`config.mk`:
```
export PLATFORM = sky130hd
export DESIGN_NAME = aes_ctr_feeder
export DESIGN_NICKNAME = d
export VERILOG_FILES = /design/src/rtl/aes_ctr_feeder.sv
export SDC_FILE = /design/constraint.sdc
export NUM_CORES = 1
export LEC_CHECK = 0
export ABC_AREA = 1
export CORE_AREA = 2 2 355 357
export CTS_BUF_LIST = sky130_fd_sc_hd__clkbuf_8
export DETAILED_ROUTE_END_ITERATION = 16
export DIE_AREA = 0 0 357 359
export PLACE_DENSITY_LB_ADDON = 0.2
export SLEW_MARGIN = 10
export SYNTH_ARGS = -nofsm -noshare
export SYNTH_HDL_FRONTEND = slang
export SYNTH_SLANG_ARGS = --single-unit
```
`constraint.sdc`:
```
create_clock -name clk -period 2.3 [get_ports clk]
set_input_delay 0.575 -clock clk [delete_from_list [all_inputs] [get_ports clk]]
set_output_delay 0.575 -clock clk [all_outputs]
set_load 0.1 [all_outputs]
```
`src/rtl/aes_ctr_feeder.sv`:
```
// aes_ctr_feeder
// CTR-mode wrapper around an iterative AES-128 core. Plaintext blocks are taken
// one at a time. The current counter block and the stored key go to the core
// with a one-cycle start pulse. The core result is XORed with the buffered
// plaintext and offered on a registered valid/ready output. A watchdog drops
// the block and raises a sticky flag if the core does not answer in time.
//
// state | meaning
// IDLE  | waiting for key/IV load or a plaintext block
// ISSUE | one-cycle start pulse to the core; counter advances on exit
// WAIT  | waiting for the core result; timeout timer running
// OUT   | ciphertext held on the output until the consumer accepts it

module aes_ctr_feeder #(
   parameter int CTR_WIDTH     = 32,
   parameter int CORE_LATENCY  = 11,
   parameter int TIMEOUT_SLACK = 4
) (
   input  logic         clk,
   input  logic         resetn,
   input  logic         cfg_load_i,
   input  logic [127:0] cfg_key_i,
   input  logic [127:0] cfg_iv_i,
   input  logic         pt_valid_i,
   output logic         pt_ready_o,
   input  logic [127:0] pt_data_i,
   output logic         ct_valid_o,
   input  logic         ct_ready_i,
   output logic [127:0] ct_data_o,
   output logic         core_data_valid_o,
   output logic [127:0] core_data_o,
   output logic [127:0] core_key_o,
   input  logic [127:0] core_res_i,
   input  logic         core_res_valid_i,
   output logic         busy_o,
   output logic         err_timeout_o
);

   // Last WAIT-cycle timer value at which a missing result is declared lost.
   localparam int TMO_LAST = CORE_LATENCY + TIMEOUT_SLACK - 1;
   localparam int TIMER_W  = $clog2(TMO_LAST + 2);
   localparam logic [TIMER_W-1:0] TIMER_LAST = TIMER_W'(TMO_LAST);

   localparam logic [1:0] S_IDLE  = 2'd0;
   localparam logic [1:0] S_ISSUE = 2'd1;
   localparam logic [1:0] S_WAIT  = 2'd2;
   localparam logic [1:0] S_OUT   = 2'd3;

   logic [1:0]         state_q;
   logic [1:0]         state_d;
   logic               key_loaded_q;
   logic               err_q;
   logic [127:0]       key_q;
   logic [127:0]       ctr_q;
   logic [127:0]       pt_q;
   logic [127:0]       ct_q;
   logic [TIMER_W-1:0] timer_q;

   logic in_idle;
   logic load_take;
   logic pt_take;
   logic res_take;
   logic tmo_hit;
   logic ct_take;

   assign in_idle   = (state_q == S_IDLE);
   assign load_take = in_idle & cfg_load_i;
   assign pt_ready_o = in_idle & key_loaded_q & ~cfg_load_i;
   assign pt_take   = pt_valid_i & pt_ready_o;
   assign res_take  = (state_q == S_WAIT) & core_res_valid_i;
   // A result arriving on the expiry cycle wins over the timeout.
   assign tmo_hit   = (state_q == S_WAIT) & ~core_res_valid_i & (timer_q == TIMER_LAST);
   assign ct_take   = (state_q == S_OUT) & ct_ready_i;

   assign core_data_valid_o = (state_q == S_ISSUE);
   assign core_data_o       = ctr_q;
   assign core_key_o        = key_q;
   assign ct_valid_o        = (state_q == S_OUT);
   assign ct_data_o         = ct_q;
   assign busy_o            = ~in_idle;
   assign err_timeout_o     = err_q;

   // Next-state decode for the block sequencer.
   always_comb begin
      state_d = state_q;
      case (state_q)
         S_IDLE:  if (pt_take) state_d = S_ISSUE;
         S_ISSUE: state_d = S_WAIT;
         S_WAIT: begin
            if (res_take)     state_d = S_OUT;
            else if (tmo_hit) state_d = S_IDLE;
         end
         S_OUT:   if (ct_take) state_d = S_IDLE;
         default: state_d = S_IDLE;
      endcase
   end

   // State register.
   always_ff @(posedge clk or negedge resetn) begin
      if (!resetn) state_q <= S_IDLE;
      else         state_q <= state_d;
   end

   // Key and key-loaded flag; only reloaded while idle.
   always_ff @(posedge clk or negedge resetn) begin
      if (!resetn) begin
         key_q        <= '0;
         key_loaded_q <= 1'b0;
      end else if (load_take) begin
         key_q        <= cfg_key_i;
         key_loaded_q <= 1'b1;
      end
   end

   // Counter block: loaded from the IV, low CTR_WIDTH bits advance once per issued block.
   always_ff @(posedge clk or negedge resetn) begin
      if (!resetn) begin
         ctr_q <= '0;
      end else if (load_take) begin
         ctr_q <= cfg_iv_i;
      end else if (state_q == S_ISSUE) begin
         ctr_q[CTR_WIDTH-1:0] <= ctr_q[CTR_WIDTH-1:0] + CTR_WIDTH'(1);
      end
   end

   // Sticky timeout flag, cleared only by a fresh configuration load.
   always_ff @(posedge clk or negedge resetn) begin
      if (!resetn)        err_q <= 1'b0;
      else if (load_take) err_q <= 1'b0;
      else if (tmo_hit)   err_q <= 1'b1;
   end

   // Plaintext buffer for the block in flight.
   always_ff @(posedge clk or negedge resetn) begin
      if (!resetn)      pt_q <= '0;
      else if (pt_take) pt_q <= pt_data_i;
   end

   // Ciphertext register; holds steady through output backpressure.
   always_ff @(posedge clk or negedge resetn) begin
      if (!resetn)       ct_q <= '0;
      else if (res_take) ct_q <= core_res_i ^ pt_q;
   end

   // Core-response timer: restarted on issue, counts every WAIT cycle.
   always_ff @(posedge clk or negedge resetn) begin
      if (!resetn)                  timer_q <= '0;
      else if (state_q == S_ISSUE)  timer_q <= '0;
      else if (state_q == S_WAIT)   timer_q <= timer_q + TIMER_W'(1);
   end

endmodule

```
==> impl_metrics.json, run 1 <==
{
  "rows": 130,
  "antenna_found_initial": 19,
  "status": "finished, violations left",
  "routed_wl_mm": 92.9,
  "start_kind": "flop",
  "routedWlPerCell_um": 17.9,
  "drv_slew": 0,
  "die_x_um": 357,
  "vias": 19400,
  "numCtsBuffers": 101,
  "synthArstFlopShare_pct": 100,
  "design.portCount": 907,
  "path_clk_slew_ns": 0.06,
  "gr-total-overflow": 0,
  "synth_area_leaders": "dfrtp_1 60%, nand2_1 23%, xnor2_1 5.2%, o21ai_0 3.4%, buf_2 1.5%",
  "yosys_warnings": 0,
  "ys_seq_area_share_pct": 60.4,
  "final_util_pct": 27.6,
  "dr.pass1.iters": 5,
  "min_path_type": "in -> async",
  "path_class": "reg -> out",
  "area_delta_synth_final_pct": 59.6,
  "ys.flop_type": "dfrtp_1",
  "ys_types": 28,
  "max_slew_margin_pct": 65.3,
  "multi_input_area_sq_mm": 0.00786,
  "dieHeight_um": 359,
  "syn_nets": 2999,
  "drt-initial-drc-count": 1141,
  "num-fill-cells": 13500,
  "cp.arrival_ns": 1.86,
  "hold-worst-slack_ns": 0.307,
  "tightest_slew_ns": 0.518,
  "regToRegSetupSlack_ns": 0.21,
  "violations": "setup timing",
  "synth_edf_count": 0,
  "end_kind": "output pin",
  "insertion_delay_ns": 0.74,
  "rsz0062_at_grt": "true",
  "clockRootBuffer": "clkbuf_8",
  "final_cell_mix": "1,343 x nand2_1, 520 x dfrtp_1, 516 x clkdlybuf4s50_1",
  "synthCells": 2473,
  "netlist_area_sq_mm": 0.0216,
  "clockBufferDepth": 3,
  "setup-tns-final_ns": -0.213,
  "h-tree-depth": 3,
  "route.detailed.drc": 0,
  "grt_pass1_vias": 20100,
  "period_share_pct": 106,
  "layout-drive-gt1-share_pct": 18.2,
  "final-seq-area_sq_mm": 0.0130,
  "dieArea_sq_mm": 0.128,
  "finClkSkew_ns": 0.0563,
  "finalSetupViolations": 4,
  "period_needed_ns": 2.43,
  "setup_slack_ns": -0.134,
  "cts.sink_count": 520,
  "max-cap-violations": 0,
  "hold_viol_final": 0,
  "cts_tree": "done",
  "synth_top_area_share_pct": 60.4,
  "required_ns": 1.73,
  "final_common_cell": "nand2_1",
  "gp_congestion": 0.856,
  "place_ws_ns": -0.0329,
  "grt_use_total_pct": 14.1,
  "avgSynthCellArea_sq_um": 8.72,
  "grt_pass1_wl_mm": 135,
  "ys_ff_latch": 520,
  "initial_core_util_pct": 17.3,
  "synth_largest_area_cell": "dfrtp_1",
  "core_area_sq_mm": 0.125,
  "nets": 3978,
  "place_hpwl_mm": 70.8,
  "path_max_fanout": 2,
  "ant_nets": 0,
  "grt_max_degree": 93,
  "fmax_mhz": 411,
  "io_buffers": 906,
  "vias_per_cell": 3.75
}
## registers in the layout (all words and copies together) (netlist names)
register       count
timer_q            4
ct_data_o        128
core_key_o       128
err_timeout_o      1
key_loaded_q       1
state_q            2
core_data_o      128
pt_q             128
## Yosys cell counts (4+ instances only)
library cell / count
a211oi_1: 4
a21oi_1: 10
buf_1: 5
buf_2: 63
buf_4: 14
clkbuf_1: 33
dfrtp_1: 520
ha_1: 8
inv_1: 45
inv_2: 4
nand2_1: 1344
nand3_1: 43
nand4_1: 5
nor2_1: 75
nor2_2: 5
o211ai_1: 4
o21ai_0: 145
o22ai_1: 4
xnor2_1: 128
## through the flow
stage | instances | instance area (sq um)
final | 5180 | 34400
after floorplan | 2473 | 21600
after global placement | 4988 | 32200
after CTS | 5172 | 34400
after global routing | 5178 | 34400
after detailed placement | 4988 | 32200
## path summary, 6_finish.rpt
check | from | to | cells after the start
hold reg to reg | core_key_o[32] | core_key_o[32] | 2
setup / recovery | state_q[0] | pt_ready_o | 6
hold / removal | resetn | ct_data_o[34] | 2
setup reg to reg | state_q[0] | core_data_o[12] | 10
min in group clk | cfg_key_i[94] | core_key_o[94] | 3
max in group asynchronous | resetn | ct_data_o[4] | 4
## what timing repair did
item	4_1_cts	5_1_grt
pin swaps	4	1
hold buffers	1	0
hold endpoints to repair	46	0
setup buffers	8	2
resized for setup	7	0
setup endpoints to repair	6	4
## cells by family after synthesis
logic type	count (synthesis)	share of synthesized area, %
simple gates	1481	26.3
xor+xnor	128	5.20
buf+inv	166	3.54
fa+ha+maj	8	0.464
flops	520	60.4
compound gates	170	4.09
## layout make-up
class	count	share of cell area (%)
clock inverter	46	0.880
inverter	49	0.593
multi-input combinational	1787	22.8
antenna	6	0.0436
tap	1650	6.00
sequential	520	37.8
timing repair buffer	993	26.7
clock buffer	129	5.16
## critical path, cell delays in order, from the launching register on
cell	delay, ns
dfrtp_1	0.40
inv_2	0.09
ha_4	0.18
inv_8	0.03
nor3_4	0.11
buf_6	0.13
buf_12	0.16
## routing by layer
layer / vias up / part of all wire (%) / global-route usage (%)
li1: 9611 / - / -
met1: 9073 / 39 / 16.0
met2: 599 / 50 / 24.4
met3: 138 / 8.7 / 5.13
met4: 26 / 2.4 / 4.70
met5: - / 0.18 / 0
Power of run 1 is left out: the tool's default activity adds up to more than one toggle a clock period on the data nets, which glitch-free logic cannot reach.
==> run 2: changes to the inputs <==
GPL_TIMING_DRIVEN = 0   (was default)
SLEW_MARGIN = default   (was 10)
==> run 2 against run 1 <==
  * The flow finishes with violations (hold timing, setup timing)
  * Clock skew increased by 0.0033 ns
  * Register-to-register slack lost 0.16 ns
  * Flip-flop and latch count unchanged
  * Final area is 2.4% lower
  * Core utilization decreased by 0.66 points
  * Critical endpoint unchanged
==> impl_metrics.json, run 2 (synthesized netlist as in run 1, its figures left out) <==
{
  "max-cap-violations": 0,
  "fmax_mhz": 405,
  "required_ns": 1.73,
  "core_area_sq_mm": 0.125,
  "cp.arrival_ns": 1.89,
  "path_max_fanout": 4,
  "min_path_type": "in -> async",
  "crit_chain": "inv_2 > ha_4 > inv_8 > nor3_4 > buf_12",
  "hold_viol_final": 86,
  "final_common_cell": "nand2_1",
  "clockRootBuffer": "clkbuf_8",
  "cts.sink_count": 520,
  "final_cell_mix": "1,342 x nand2_1, 520 x dfrtp_1, 516 x clkdlybuf4s50_1",
  "dr.pass1.iters": 5,
  "routed_wl_mm": 104,
  "slowest_delay_ns": 0.42,
  "grt_use_total_pct": 15.9,
  "place_hpwl_mm": 79.1,
  "die_x_um": 357,
  "final_util_pct": 27.0,
  "gp_congestion": 0.880,
  "timing.critical_path.buf_inv": 3,
  "status": "finished, violations left",
  "drt-initial-drc-count": 1151,
  "period_share_pct": 107,
  "dieArea_sq_mm": 0.128,
  "nets": 4026,
  "setup_slack_ns": -0.168,
  "rsz0062_at_grt": "true",
  "route.detailed.drc": 0,
  "layout-drive-gt1-share_pct": 18.5,
  "num-fill-cells": 13700,
  "design_area_sq_mm": 0.0336,
  "crit_slowest_cell": "dfrtp_1",
  "initial_core_util_pct": 17.3,
  "place_area_sq_mm": 0.0329,
  "numCtsBuffers": 104,
  "setup-tns-final_ns": -0.393,
  "io_buffers": 906,
  "grt_pass1_vias": 20700,
  "rows": 130,
  "path_clk_slew_ns": 0.06,
  "clockBufferDepth": 3,
  "max_slew_margin_pct": 30.6,
  "finalSetupViolations": 4,
  "grt_max_degree": 96,
  "design.portCount": 907,
  "period_needed_ns": 2.47,
  "dieHeight_um": 359,
  "start_kind": "flop",
  "gr-total-overflow": 0,
  "cts_tree": "done",
  "routedWlPerCell_um": 19.8,
  "finClkSkew_ns": 0.0595,
  "area_delta_synth_final_pct": 55.8,
  "vias_per_cell": 3.84,
  "cp_top_family": "flip-flops",
  "path_class": "reg -> out",
  "grt_pass1_wl_mm": 147,
  "hold-worst-slack_ns": -0.173,
  "h-tree-depth": 3,
  "insertion_delay_ns": 0.82,
  "ant_nets": 0,
  "end_kind": "output pin",
  "antenna_found_initial": 33,
  "drv_slew": 0,
  "vias": 20100,
  "violations": "hold timing, setup timing",
  "tightest_slew_ns": 1.03
}
[run 2: cell types whose count changed in the layout (fill, tap and decap cells not counted), sizes merged]
cell	before	now
clkbuf	129	181
inv	80	95
clkinv	10	5
diode	6	10
buf	476	472
bufinv	2	1
dlygate4sd3	1	0
[run 2: what timing repair did]
item	in CTS	in global routing
gates cloned	0	0
endpoints found under the setup margin	648	50
resized for setup	2083	43
pin swaps	1	1
buffers inserted	5	6
hold endpoints to repair	86	86
[run 2: worst paths after layout]
path	endpoint	slack, ns	cells after the start	startpoint
worst max register to register	core_data_o[123]	0.05	8	state_q[1]
worst min register to register	core_key_o[10]	0.47	2	core_key_o[10]
min in group clk	pt_q[103]	0.29	3	pt_data_i[103]
worst max-delay path	pt_ready_o	-0.17	5	state_q[1]
max in group asynchronous	core_data_o[123]	0.56	4	resetn
worst min-delay path	ct_data_o[17]	-0.17	1	resetn
[run 2: final cells by class]
class,count,area [sq um],share of cell area (%)
Clock inverter,55,293,0.872
Clock buffer,131,1800,5.37
Inverter,49,196,0.585
Timing Repair Buffer,921,7700,22.9
Multi-Input combinational cell,1787,7820,23.3
Antenna cell,10,25.0,0.0745
Sequential cell,520,13000,38.7
Buffer,117,681,2.03
Tap cell,1650,2060,6.15
[run 2: per-stage QoR]
stage / worst slack, ns / std cells
floorplan: -0.0861 / 2473
global placement: -26.10 / 5029
detailed placement: -0.984 / 5034
CTS: -0.285 / 5225
global route: -0.339 / 5239
finish: -0.168 / 5240
[run 2: layer usage]
| layer | routed length [um] | share of wire, % | track usage, % |
|---|---|---|---|
| met1 | 41000 | 39 | 18.2 |
| met2 | 51300 | 49 | 27.4 |
| met3 | 9110 | 8.8 | 5.80 |
| met4 | 2390 | 2.3 | 4.47 |
| met5 | 102 | 0.098 | 0 |
[run 2: worst reg2reg max path, delay by kind of cell (launching register included)]
| family | cells | cell delay [ns] |
|---|---|---|
| fa+ha+maj | 1 | 0.19 |
| buf+inv | 4 | 1.14 |
| simple gates | 3 | 0.45 |
| flops | 1 | 0.41 |
Power of run 2 is left out for the same reason.
